## src/rtl/rr_mon_pkg.sv

```systemverilog
// Shared types and helpers for the handshake performance monitor.
package rr_mon_pkg;

  typedef enum logic [1:0] {
    RD_BEATS   = 2'd0,
    RD_LASTS   = 2'd1,
    RD_STALLS  = 2'd2,
    RD_MAXWAIT = 2'd3
  } rd_sel_e;

  localparam int unsigned NUM_SEL = 4;

  // Counters up to 64 bits wide share this one saturating incrementer.
  function automatic logic [63:0] sat_inc(input logic [63:0] value,
                                          input logic        inc,
                                          input logic [63:0] max_value);
    logic [63:0] result;
    result = value;
    if (inc && (value != max_value)) begin
      result = value + 64'd1;
    end
    return result;
  endfunction

endpackage

```

## src/rtl/rr_hs_perf_monitor_if.sv

```systemverilog
// Tapped handshake channels, control strobes and the shadow read port of the monitor.
interface rr_hs_perf_monitor_if #(
  parameter int CH_CNT    = 5,
  parameter int CNT_WIDTH = 32
);
  localparam int RD_CH_W = $clog2(CH_CNT) + 1;

  logic [CH_CNT-1:0]    ch_valid;
  logic [CH_CNT-1:0]    ch_ready;
  logic [CH_CNT-1:0]    ch_last;
  logic                 clear;
  logic                 snapshot;
  logic                 rd_en;
  logic [RD_CH_W-1:0]   rd_ch;
  logic [1:0]           rd_sel;
  logic                 rd_valid;
  logic [CNT_WIDTH-1:0] rd_data;
  logic [CH_CNT-1:0]    wdog_err;
  logic                 any_err;

  modport master (
    output ch_valid, ch_ready, ch_last, clear, snapshot, rd_en, rd_ch, rd_sel,
    input  rd_valid, rd_data, wdog_err, any_err
  );

  modport slave (
    input  ch_valid, ch_ready, ch_last, clear, snapshot, rd_en, rd_ch, rd_sel,
    output rd_valid, rd_data, wdog_err, any_err
  );

endinterface

```

## src/rtl/rr_hs_chan_counter.sv

```systemverilog
// Live counters, wait-run tracking and watchdog flag for a single tapped channel.
module rr_hs_chan_counter
  import rr_mon_pkg::*;
#(
  parameter int          CNT_WIDTH = 32,
  parameter int unsigned MAX_WAITS = 100000
) (
  input  logic                                clk,
  input  logic                                rst,
  input  logic                                i_valid,
  input  logic                                i_ready,
  input  logic                                i_last,
  input  logic                                i_clear,
  output logic [NUM_SEL-1:0][CNT_WIDTH-1:0]   o_live,
  output logic                                o_wdog
);
  localparam logic [CNT_WIDTH-1:0] CNT_MAX = '1;

  logic w_fire, w_lastf, w_stall, w_wdog_hit;
  logic [CNT_WIDTH-1:0] r_beats, r_lasts, r_stalls, r_run, r_max_wait;
  logic [CNT_WIDTH-1:0] w_beats_base, w_lasts_base, w_stalls_base, w_run_base, w_max_base;
  logic [CNT_WIDTH-1:0] w_beats_next, w_lasts_next, w_stalls_next, w_run_next, w_max_next;
  logic r_wdog;

  assign w_fire  = i_valid & i_ready;
  assign w_lastf = w_fire & i_last;
  assign w_stall = i_valid & ~i_ready;

  // Clear restarts from zero but still folds in this cycle's event.
  assign w_beats_base  = i_clear ? '0 : r_beats;
  assign w_lasts_base  = i_clear ? '0 : r_lasts;
  assign w_stalls_base = i_clear ? '0 : r_stalls;
  assign w_run_base    = i_clear ? '0 : r_run;
  assign w_max_base    = i_clear ? '0 : r_max_wait;

  assign w_beats_next  = CNT_WIDTH'(sat_inc(64'(w_beats_base), w_fire, 64'(CNT_MAX)));
  assign w_lasts_next  = CNT_WIDTH'(sat_inc(64'(w_lasts_base), w_lastf, 64'(CNT_MAX)));
  assign w_stalls_next = CNT_WIDTH'(sat_inc(64'(w_stalls_base), w_stall, 64'(CNT_MAX)));
  assign w_run_next    = w_stall ? CNT_WIDTH'(sat_inc(64'(w_run_base), 1'b1, 64'(CNT_MAX))) : '0;
  assign w_max_next    = (w_stall && (w_run_next > w_max_base)) ? w_run_next : w_max_base;

  assign w_wdog_hit = (MAX_WAITS != 0) && w_stall && (64'(w_run_next) == 64'(MAX_WAITS));

  always_ff @(posedge clk) begin
    if (rst) begin
      r_beats    <= '0;
      r_lasts    <= '0;
      r_stalls   <= '0;
      r_run      <= '0;
      r_max_wait <= '0;
      r_wdog     <= 1'b0;
    end else begin
      r_beats    <= w_beats_next;
      r_lasts    <= w_lasts_next;
      r_stalls   <= w_stalls_next;
      r_run      <= w_run_next;
      r_max_wait <= w_max_next;
      r_wdog     <= (r_wdog & ~i_clear) | w_wdog_hit;
    end
  end

  assign o_live[RD_BEATS]   = r_beats;
  assign o_live[RD_LASTS]   = r_lasts;
  assign o_live[RD_STALLS]  = r_stalls;
  assign o_live[RD_MAXWAIT] = r_max_wait;
  assign o_wdog             = r_wdog;

endmodule

```

## src/rtl/rr_hs_perf_monitor.sv

```systemverilog
// Non-intrusive multi-channel handshake monitor with atomic snapshot and 1-cycle shadow read.
module rr_hs_perf_monitor
  import rr_mon_pkg::*;
#(
  parameter int          CH_CNT    = 5,
  parameter int          CNT_WIDTH = 32,
  parameter int unsigned MAX_WAITS = 100000
) (
  input logic                 clk,
  input logic                 rst,
  rr_hs_perf_monitor_if.slave io_mon
);
  localparam int RD_CH_W = $clog2(CH_CNT) + 1;

  logic [CH_CNT-1:0]    w_wdog;
  logic [CH_CNT-1:0]    w_rd_hit;
  logic [CNT_WIDTH-1:0] w_rd_word [CH_CNT];
  logic [CNT_WIDTH-1:0] w_rd_mux;
  logic [CNT_WIDTH-1:0] r_rd_data;
  logic                 r_rd_valid;
  logic                 r_any_err;
  rd_sel_e              w_rd_sel;

  assign w_rd_sel = rd_sel_e'(io_mon.rd_sel);

  generate
    for (genvar gi = 0; gi < CH_CNT; gi++) begin : g_ch
      logic [NUM_SEL-1:0][CNT_WIDTH-1:0] w_live;
      logic [NUM_SEL-1:0][CNT_WIDTH-1:0] r_shadow;

      rr_hs_chan_counter #(
        .CNT_WIDTH (CNT_WIDTH),
        .MAX_WAITS (MAX_WAITS)
      ) u_cnt (
        .clk     (clk),
        .rst     (rst),
        .i_valid (io_mon.ch_valid[gi]),
        .i_ready (io_mon.ch_ready[gi]),
        .i_last  (io_mon.ch_last[gi]),
        .i_clear (io_mon.clear),
        .o_live  (w_live),
        .o_wdog  (w_wdog[gi])
      );

      // Shadow captures register outputs, so a concurrent clear cannot leak in.
      always_ff @(posedge clk) begin
        if (rst) begin
          r_shadow <= '0;
        end else if (io_mon.snapshot) begin
          r_shadow <= w_live;
        end
      end

      assign w_rd_hit[gi]  = (io_mon.rd_ch == RD_CH_W'(gi));
      assign w_rd_word[gi] = r_shadow[w_rd_sel];
    end
  endgenerate

  // Out-of-range channel indices match nothing and read back as zero.
  always_comb begin
    w_rd_mux = '0;
    for (int i = 0; i < CH_CNT; i++) begin
      if (w_rd_hit[i]) begin
        w_rd_mux = w_rd_word[i];
      end
    end
  end

  always_ff @(posedge clk) begin
    if (rst) begin
      r_rd_valid <= 1'b0;
      r_rd_data  <= '0;
      r_any_err  <= 1'b0;
    end else begin
      r_rd_valid <= io_mon.rd_en;
      if (io_mon.rd_en) begin
        r_rd_data <= w_rd_mux;
      end
      r_any_err <= |w_wdog;
    end
  end

  assign io_mon.rd_valid = r_rd_valid;
  assign io_mon.rd_data  = r_rd_data;
  assign io_mon.wdog_err = w_wdog;
  assign io_mon.any_err  = r_any_err;

endmodule
```

## src/flat_wrapper.sv

```systemverilog
// flat-port wrapper written by rule: the top's interface ports become plain ports
module rr_hs_perf_monitor_flat import rr_mon_pkg::*;
#(
  parameter int          CH_CNT    = 5,
  parameter int          CNT_WIDTH = 32,
  parameter int unsigned MAX_WAITS = 100000
)
  (clk, rst, io_mon_ch_valid, io_mon_ch_ready, io_mon_ch_last, io_mon_clear, io_mon_snapshot, io_mon_rd_en, io_mon_rd_ch, io_mon_rd_sel, io_mon_rd_valid, io_mon_rd_data, io_mon_wdog_err, io_mon_any_err);
  rr_hs_perf_monitor_if #(.CH_CNT(CH_CNT), .CNT_WIDTH(CNT_WIDTH)) io_mon_i ();
  input logic clk;
  input logic rst;
  input wire logic [$bits(io_mon_i.ch_valid)-1:0] io_mon_ch_valid;
  input wire logic [$bits(io_mon_i.ch_ready)-1:0] io_mon_ch_ready;
  input wire logic [$bits(io_mon_i.ch_last)-1:0] io_mon_ch_last;
  input wire logic [$bits(io_mon_i.clear)-1:0] io_mon_clear;
  input wire logic [$bits(io_mon_i.snapshot)-1:0] io_mon_snapshot;
  input wire logic [$bits(io_mon_i.rd_en)-1:0] io_mon_rd_en;
  input wire logic [$bits(io_mon_i.rd_ch)-1:0] io_mon_rd_ch;
  input wire logic [$bits(io_mon_i.rd_sel)-1:0] io_mon_rd_sel;
  output wire logic [$bits(io_mon_i.rd_valid)-1:0] io_mon_rd_valid;
  output wire logic [$bits(io_mon_i.rd_data)-1:0] io_mon_rd_data;
  output wire logic [$bits(io_mon_i.wdog_err)-1:0] io_mon_wdog_err;
  output wire logic [$bits(io_mon_i.any_err)-1:0] io_mon_any_err;
  assign io_mon_i.ch_valid = io_mon_ch_valid;
  assign io_mon_i.ch_ready = io_mon_ch_ready;
  assign io_mon_i.ch_last = io_mon_ch_last;
  assign io_mon_i.clear = io_mon_clear;
  assign io_mon_i.snapshot = io_mon_snapshot;
  assign io_mon_i.rd_en = io_mon_rd_en;
  assign io_mon_i.rd_ch = io_mon_rd_ch;
  assign io_mon_i.rd_sel = io_mon_rd_sel;
  assign io_mon_rd_valid = io_mon_i.rd_valid;
  assign io_mon_rd_data = io_mon_i.rd_data;
  assign io_mon_wdog_err = io_mon_i.wdog_err;
  assign io_mon_any_err = io_mon_i.any_err;
  rr_hs_perf_monitor #(.CH_CNT(CH_CNT), .CNT_WIDTH(CNT_WIDTH), .MAX_WAITS(MAX_WAITS)) u_core (.clk(clk), .rst(rst), .io_mon(io_mon_i));
endmodule
```

## config.mk

```make
export PLATFORM = sky130hd
export DESIGN_NAME = rr_hs_perf_monitor_flat
export DESIGN_NICKNAME = d
export VERILOG_FILES = /design/src/rtl/rr_mon_pkg.sv /design/src/rtl/rr_hs_perf_monitor_if.sv /design/src/rtl/rr_hs_chan_counter.sv /design/src/rtl/rr_hs_perf_monitor.sv /design/src/flat_wrapper.sv
export SDC_FILE = /design/constraint.sdc
export NUM_CORES = 2
export LEC_CHECK = 0
export CAP_MARGIN = 20
export CELL_PAD_IN_SITES_DETAIL_PLACEMENT = 1
export CELL_PAD_IN_SITES_GLOBAL_PLACEMENT = 2
export CORE_MARGIN = 2
export CORE_UTILIZATION = 37
export DETAILED_ROUTE_END_ITERATION = 12
export PLACE_DENSITY = 0.73
export SYNTH_ARGS = -nofsm -noshare
export SYNTH_HDL_FRONTEND = slang
export SYNTH_SLANG_ARGS = --single-unit
```

## constraint.sdc

```tcl
create_clock -name clk -period 6 [get_ports clk]
set_clock_uncertainty 0.15 [all_clocks]
set_input_delay 0.6 -clock clk [delete_from_list [all_inputs] [get_ports clk]]
set_output_delay 0.6 -clock clk [all_outputs]
set_load 0.02 [all_outputs]
```

-- Yosys cells after proc, flatten, opt, wreduce, memory -nomap -nowiden
Cells that the tools add are included.
- muxes and demuxes: 70
- equality and inequality tests: 29
- reductions and logical operators: 27
- bitwise logic cells: 31
- order comparisons: 6
- add/subtract/negate cells: 20
- operators with widths (cell ; number):
    32-bit 2-to-1 mux ; 65
    32-bit by 1-bit adder with 32-bit output (second input constant) ; 20
    32-bit != test (second input constant) ; 20
    32-bit binary-select mux with 2-bit select ; 5
    32-bit by 17-bit equality test with 1-bit output (second input constant) ; 5
    32-bit > comparator ; 5
    1-bit logical AND ; 25
    1-bit AND ; 20
    4-bit by 2-bit equality test with 1-bit output (second input constant) ; 2
    1-bit inverter ; 6
    1-bit bitwise OR ; 5
    5-bit OR reduction ; 1
    4-bit by 1-bit equality test with 1-bit output (second input constant) ; 1
    4-bit by 3-bit equality test with 1-bit output (second input constant) ; 1
    4-bit zero test ; 1
    2-bit by 3-bit < comparator with 1-bit output (second input constant) ; 1
- input bits: 26
- logic and storage cells: 236
- output and inout port bits: 39
- register bits after elaboration: 1479

-- Longest topological paths before layout
- depth after elaboration: 7
- mapped depth: 31
- mapped depth without buffers: 20

-- Hierarchy
Synthesis repeated with hierarchy kept, for this count alone.
- cell total of the unflattened synthesis: 7961
- area total of the unflattened synthesis: 72510.8 um^2
- by module, submodules not included (module ; cells an instance ; seq. area each (um^2) ; instances ; area an instance (um^2)):
    rr_hs_chan_counter at u_core.g_ch[0].u_cnt ... ; 1072 ; 3223.1 ; 4 ; 8763.4
    rr_hs_perf_monitor ; 2566 ; 13492.9 ; 1 ; 28506.1
    rr_hs_chan_counter at u_core.g_ch[2].u_cnt ; 1107 ; 3223.1 ; 1 ; 8951.1

-- Worst setup path before layout
Ideal clock, no wire load.
- path kind: input to register
- start: input io_mon_clear
- end: register u_core.g_ch[4].u_cnt.r_max_wait[14]
- cell stages on the path: 28
- path buffers: 12
- slack: -0.382 ns
- data arrival time: 6.162 ns
- setup time: 0.070 ns
- cell sequence: buf_6 > buf_2 > buf_6 > buf_2 > buf_1 > clkbuf_1 > clkbuf_1 > clkbuf_1 > clkbuf_1 > nor2b_1 > ha_1 > and3b_1 > and4_1 > buf_1 > and4_1 > a2111oi_0 > xnor2_1 > nor2_1 > ha_1 > nand4_1 > nor2_1 > a31oi_1 > nand3_1 > o21ai_0 > clkbuf_1 > clkbuf_1 > nand3_1 > a21oi_1
- longest elaborated chain between the ends: 7
- ends and longest elaborated chain (item ; RTL line ; text):
    start, declared ; flat_wrapper.sv:15 ; input wire logic [$bits(io_mon_i.clear)-1:0] io_mon_clear;
    32-bit 2-to-1 mux * ; rr_hs_chan_counter.sv:33 ; assign w_run_base = i_clear ? '0 : r_run;
    32-bit by 1-bit adder with 32-bit output or 32-bit != test (tied branches) ; rr_mon_pkg.sv:20, rr_mon_pkg.sv:19 ;
    32-bit 2-to-1 mux * ; rr_mon_pkg.sv:19 ; if (inc && (value != max_value)) begin
    32-bit 2-to-1 mux * ; rr_hs_chan_counter.sv:39 ; assign w_run_next = w_stall ? CNT_WIDTH'(sat_inc(64'(w_run_base), 1'b1, 64'(CNT_MAX))) : '0;
    via u_core.g_ch[4].u_cnt.w_run_next[17] ; rr_hs_chan_counter.sv:22 ; logic [CNT_WIDTH-1:0] w_beats_next, w_lasts_next, w_stalls_next, w_run_next, w_max_next;
    32-bit > comparator * ; rr_hs_chan_counter.sv:40 ; assign w_max_next = (w_stall && (w_run_next > w_max_base)) ? w_run_next : w_max_base;
    1-bit logical AND * ; rr_hs_chan_counter.sv:40 ;
    32-bit 2-to-1 mux * ; rr_hs_chan_counter.sv:40 ;
    end signal, assigned ; rr_hs_chan_counter.sv:57 ; r_max_wait <= w_max_next;
    end, declared ; rr_hs_chan_counter.sv:20 ; logic [CNT_WIDTH-1:0] r_beats, r_lasts, r_stalls, r_run, r_max_wait;
The timed path passes the listed nets; every way through them passes the cells marked *.
A chain may end at the register's enable or synchronous reset.

-- Final worst setup path
- start: register u_core.g_ch[4].u_cnt.r_run[0]
- end: register u_core.g_ch[4].u_cnt.r_max_wait[30]
- longest elaborated chain between the ends: 7
- ends and longest elaborated chain (item ; RTL line ; text):
    start, declared ; rr_hs_chan_counter.sv:20 ;
    start signal, assigned ; rr_hs_chan_counter.sv:56 ; r_run <= w_run_next;
    32-bit 2-to-1 mux * ; rr_hs_chan_counter.sv:33 ;
    32-bit by 1-bit adder with 32-bit output or 32-bit != test (tied branches) ; rr_mon_pkg.sv:20, rr_mon_pkg.sv:19 ;
    32-bit 2-to-1 mux * ; rr_mon_pkg.sv:19 ;
    32-bit 2-to-1 mux * ; rr_hs_chan_counter.sv:39 ;
    via u_core.g_ch[4].u_cnt.w_run_next[4] ; rr_hs_chan_counter.sv:22 ;
    32-bit > comparator * ; rr_hs_chan_counter.sv:40 ;
    1-bit logical AND * ; rr_hs_chan_counter.sv:40 ;
    32-bit 2-to-1 mux * ; rr_hs_chan_counter.sv:40 ;
Marked as above.

==> reports/summary.txt <==
Status: finished clean
Area of the multi-input gates: 39300 um2
MaxCap Viol Count: 0
Final #Nets: 8077
Pwr Density: 269 nW/um2
Core area: 190000 um2
Post-Route M1 WL: 113 mm
# clock sinks: 1479
Finish-stage setup viols: 0
DRT Pass-1 Iters: 7
Yosys cell types: 91
Max Freq: 0.176 GHz
Hold_ws: 0.183 ns
First-pass GRT wire length: 369 mm
CTS tree: done
Yosys reg bits: 1479
Total leakage power: 30.0 nW
Overall routing resource usage: 24.3%
Die Y: 442 um
Port bufs: 64
Total number of vias: 57264
DRT iter0 DRCs: 2986
Largest net degree at the start of global routing: 165
Fillcell total: 21740
Total power: 0.0217 W
Cells after DPL: 10203
VDD IR max: 241 uV
Reg2reg start: u_core.g_ch[4].u_cnt.r_run[0]
Main flop type after synthesis: dfxtp_1
Post-CTS setup buffers: 0
Critical setup path kind: register to register
Drt wl/cell: 23.1 um
Row count: 160
Crit path launch: u_core.g_ch[4].u_cnt.r_run[0]
Syn nets: 8102
Gr ovfl total: 0
Die span in x: 442 um
CTS clk-pin slew, worst paths: 0.06 ns
Synth top area share: 41.7%
CP max FO: 22
Number of global-route vias before repair: 58219
Area contributors post-synth: dfxtp_1 42%, mux2i_1 11%, nor2_1 7.9%
Fraction of registers with async set/reset: 0%
Ys Warns: 0
Residual DRC count: 0
Rel. slew slack: 23.1%
Routed Antenna Nets: 0
Avg Inst Size Synth: 8.99 um2
Cell taking the most area after synthesis: dfxtp_1
Worst skew pair latency: 0.81 ns
Worst Tran Pin Value: 1.12 ns
Final Hold Viols: 0
Num CTS Buffers: 174
Root Driver: clkbuf_16
Max Slew Vio Count: 0
Clock buffer depth: 3
RSZ-0062 raised after global routing: no
Arr. time, crit path: 6.25 ns
DR vias/cell: 5.44
Gate Count Post-Synth: 7896
Req. time, crit path: 6.58 ns
Met3 WL: 7.59 mm
Routability congestion estimate: 0.864
Util after Layout: 42.4%
HP Start: io_mon_clear
Share of layout cells above drive strength 1: 9.17%
Die area: 195000 um2
Worst R2R Setup Slack: 0.33 ns
Startpoint Class: register
Final std cells w/o fill: 10527
Antenna violations before repair: 7
H-tree depth: 4
Final period util: 94.5%
Post-synthesis cell area: 71000 um2
Hold crit path type: primary input to register
Area Growth Syn to Fin: 13.6%
Met2 WL: 114 mm
Min Tclk post-route: 5.67 ns
Final TNS setup: 0 ns
Initial Utilization: 37.3%
Register area: 29600 um2
CP endpoint kind: register
Sequential share of the synthesized area: 41.7%
Top layer in use: met4
Routed WL: 243 mm
Hpwl dp: 173 mm
EDFF count, synth: 0
Ports: 65
==> synthesized netlist by cell type (53+ instances only) <==
master,number
a211oi_1,77
a21oi_1,221
and2_1,54
and3_1,94
and4_1,53
buf_1,87
clkbuf_1,346
dfxtp_1,1479
ha_1,180
inv_1,102
mux2i_1,761
mux4_2,160
nand2_1,670
nand2b_1,59
nand3_1,257
nand4_1,207
nor2_1,1497
nor2b_1,208
nor3_1,140
nor4_1,60
o21ai_0,154
or3_1,89
xnor2_1,314
xor2_1,202
==> final cells by class <==
class	instances	share of cell area [%]
Tap cell	2511	3.90
Clock buffer	271	6.49
Clock inverter	45	0.680
Antenna cell	5	0.0155
Multi-Input combinational cell	5859	48.7
Timing Repair Buffer	255	2.99
Sequential cell	1479	36.7
Inverter	102	0.484
==> state kept, by name, indices dropped and copies added, names as in the netlist <==
| register | flops |
|---|---|
| u_core.io_mon.rd_data | 32 |
| u_core.io_mon.any_err | 1 |
| u_core.g_ch.u_cnt.r_beats | 160 |
| u_core.g_ch.u_cnt.r_stalls | 160 |
| u_core.g_ch.u_cnt.r_run | 160 |
| u_core.g_ch.u_cnt.r_max_wait | 160 |
| u_core.g_ch.u_cnt.o_wdog | 5 |
| u_core.io_mon.rd_valid | 1 |
| u_core.g_ch.r_shadow | 640 |
| u_core.g_ch.u_cnt.r_lasts | 160 |
==> worst max-delay path, cell delays in order (launching register included) <==
cell,delay (ns)
dfxtp_1,0.51
nor2b_1,0.60
ha_1,0.36
nand3b_1,0.19
nor4_2,0.45
nand3_1,0.12
buf_4,0.24
nand4_1,0.13
xor2_1,0.26
nand2b_1,0.19
inv_1,0.06
ha_1,0.32
nand4_1,0.13
nor4_1,0.44
a31oi_1,0.22
nand2_1,0.11
a2bb2oi_1,0.26
o21ai_4,0.21
buf_12,0.21
or2_2,0.28
a21oi_1,0.14
==> stage by stage <==
| step | setup WS [ns] | instance area (um2) |
|---|---|---|
| after floorplan | 0.0430 | 71000 |
| after global placement | 0.160 | 74800 |
| after detailed placement | 0.0966 | 74800 |
| after CTS | 0.401 | 80600 |
| after global routing | 0.0330 | 80600 |
| final | 0.330 | 80600 |
==> repair_timing <==
item                                   CTS  global route
hold buffers                             1             0
resized for setup                        0             0
endpoints found under the hold margin   17             0
setup endpoints to repair                0             0
==> worst paths after layout <==
| check | cells past startpoint | to |
|---|---|---|
| worst max-delay path | 20 | u_core.g_ch[4].u_cnt.r_max_wait[30] |
| worst min register to register | 2 | u_core.g_ch[3].u_cnt.r_max_wait[5] |
| worst max register to register | 20 | u_core.g_ch[4].u_cnt.r_max_wait[30] |
| worst min-delay path | 3 | u_core.g_ch[3].u_cnt.r_run[16] |
==> cells in the final DEF (no fill, tap or decap), types with 165 or more instances in the layout <==
cell type | synthesis | final
xnor2_1 | 314 | 314
nand4_1 | 207 | 207
dfxtp_1 | 1479 | 1479
mux2i_1 | 761 | 761
buf_4 | 7 | 165
a21oi_1 | 221 | 221
ha_1 | 180 | 180
xor2_1 | 202 | 202
clkbuf_16 | 0 | 180
nand3_1 | 257 | 257
nor2_1 | 1497 | 1495
nor2b_1 | 208 | 208
nand2_1 | 670 | 670
==> per-layer routing <==
layer  track usage [%]  vias to the layer above
met2              40.5                      755
met5                 0                        -
met4              7.46                        0
li1                  -                    27369
met1              32.6                    28844
met3              3.15                      296
==> logic make-up (layout without fill, tap and decap cells) <==
logic type	Yosys count	count (layout)	share of synthesized area, %
XOR/XNOR	516	516	6.37
multiplexers	951	951	16.3
AO/OA/AOI/OAI	638	638	5.51
buffers and inverters	558	673	3.04
flip-flops	1479	1479	41.7
AND/OR/NAND/NOR	3574	3574	23.9
adder cells (fa/ha/maj)	180	180	3.17
other	0	5	0
==> power by group <==
group	switching, W	internal [W]	leakage (nW)
registers	0.0000317	0.00986	11.9
logic	0.000704	0.000315	15.3
clock network	0.00446	0.00635	2.84
total	0.00519	0.0165	30.0
(Power assumes the default switching activity.)
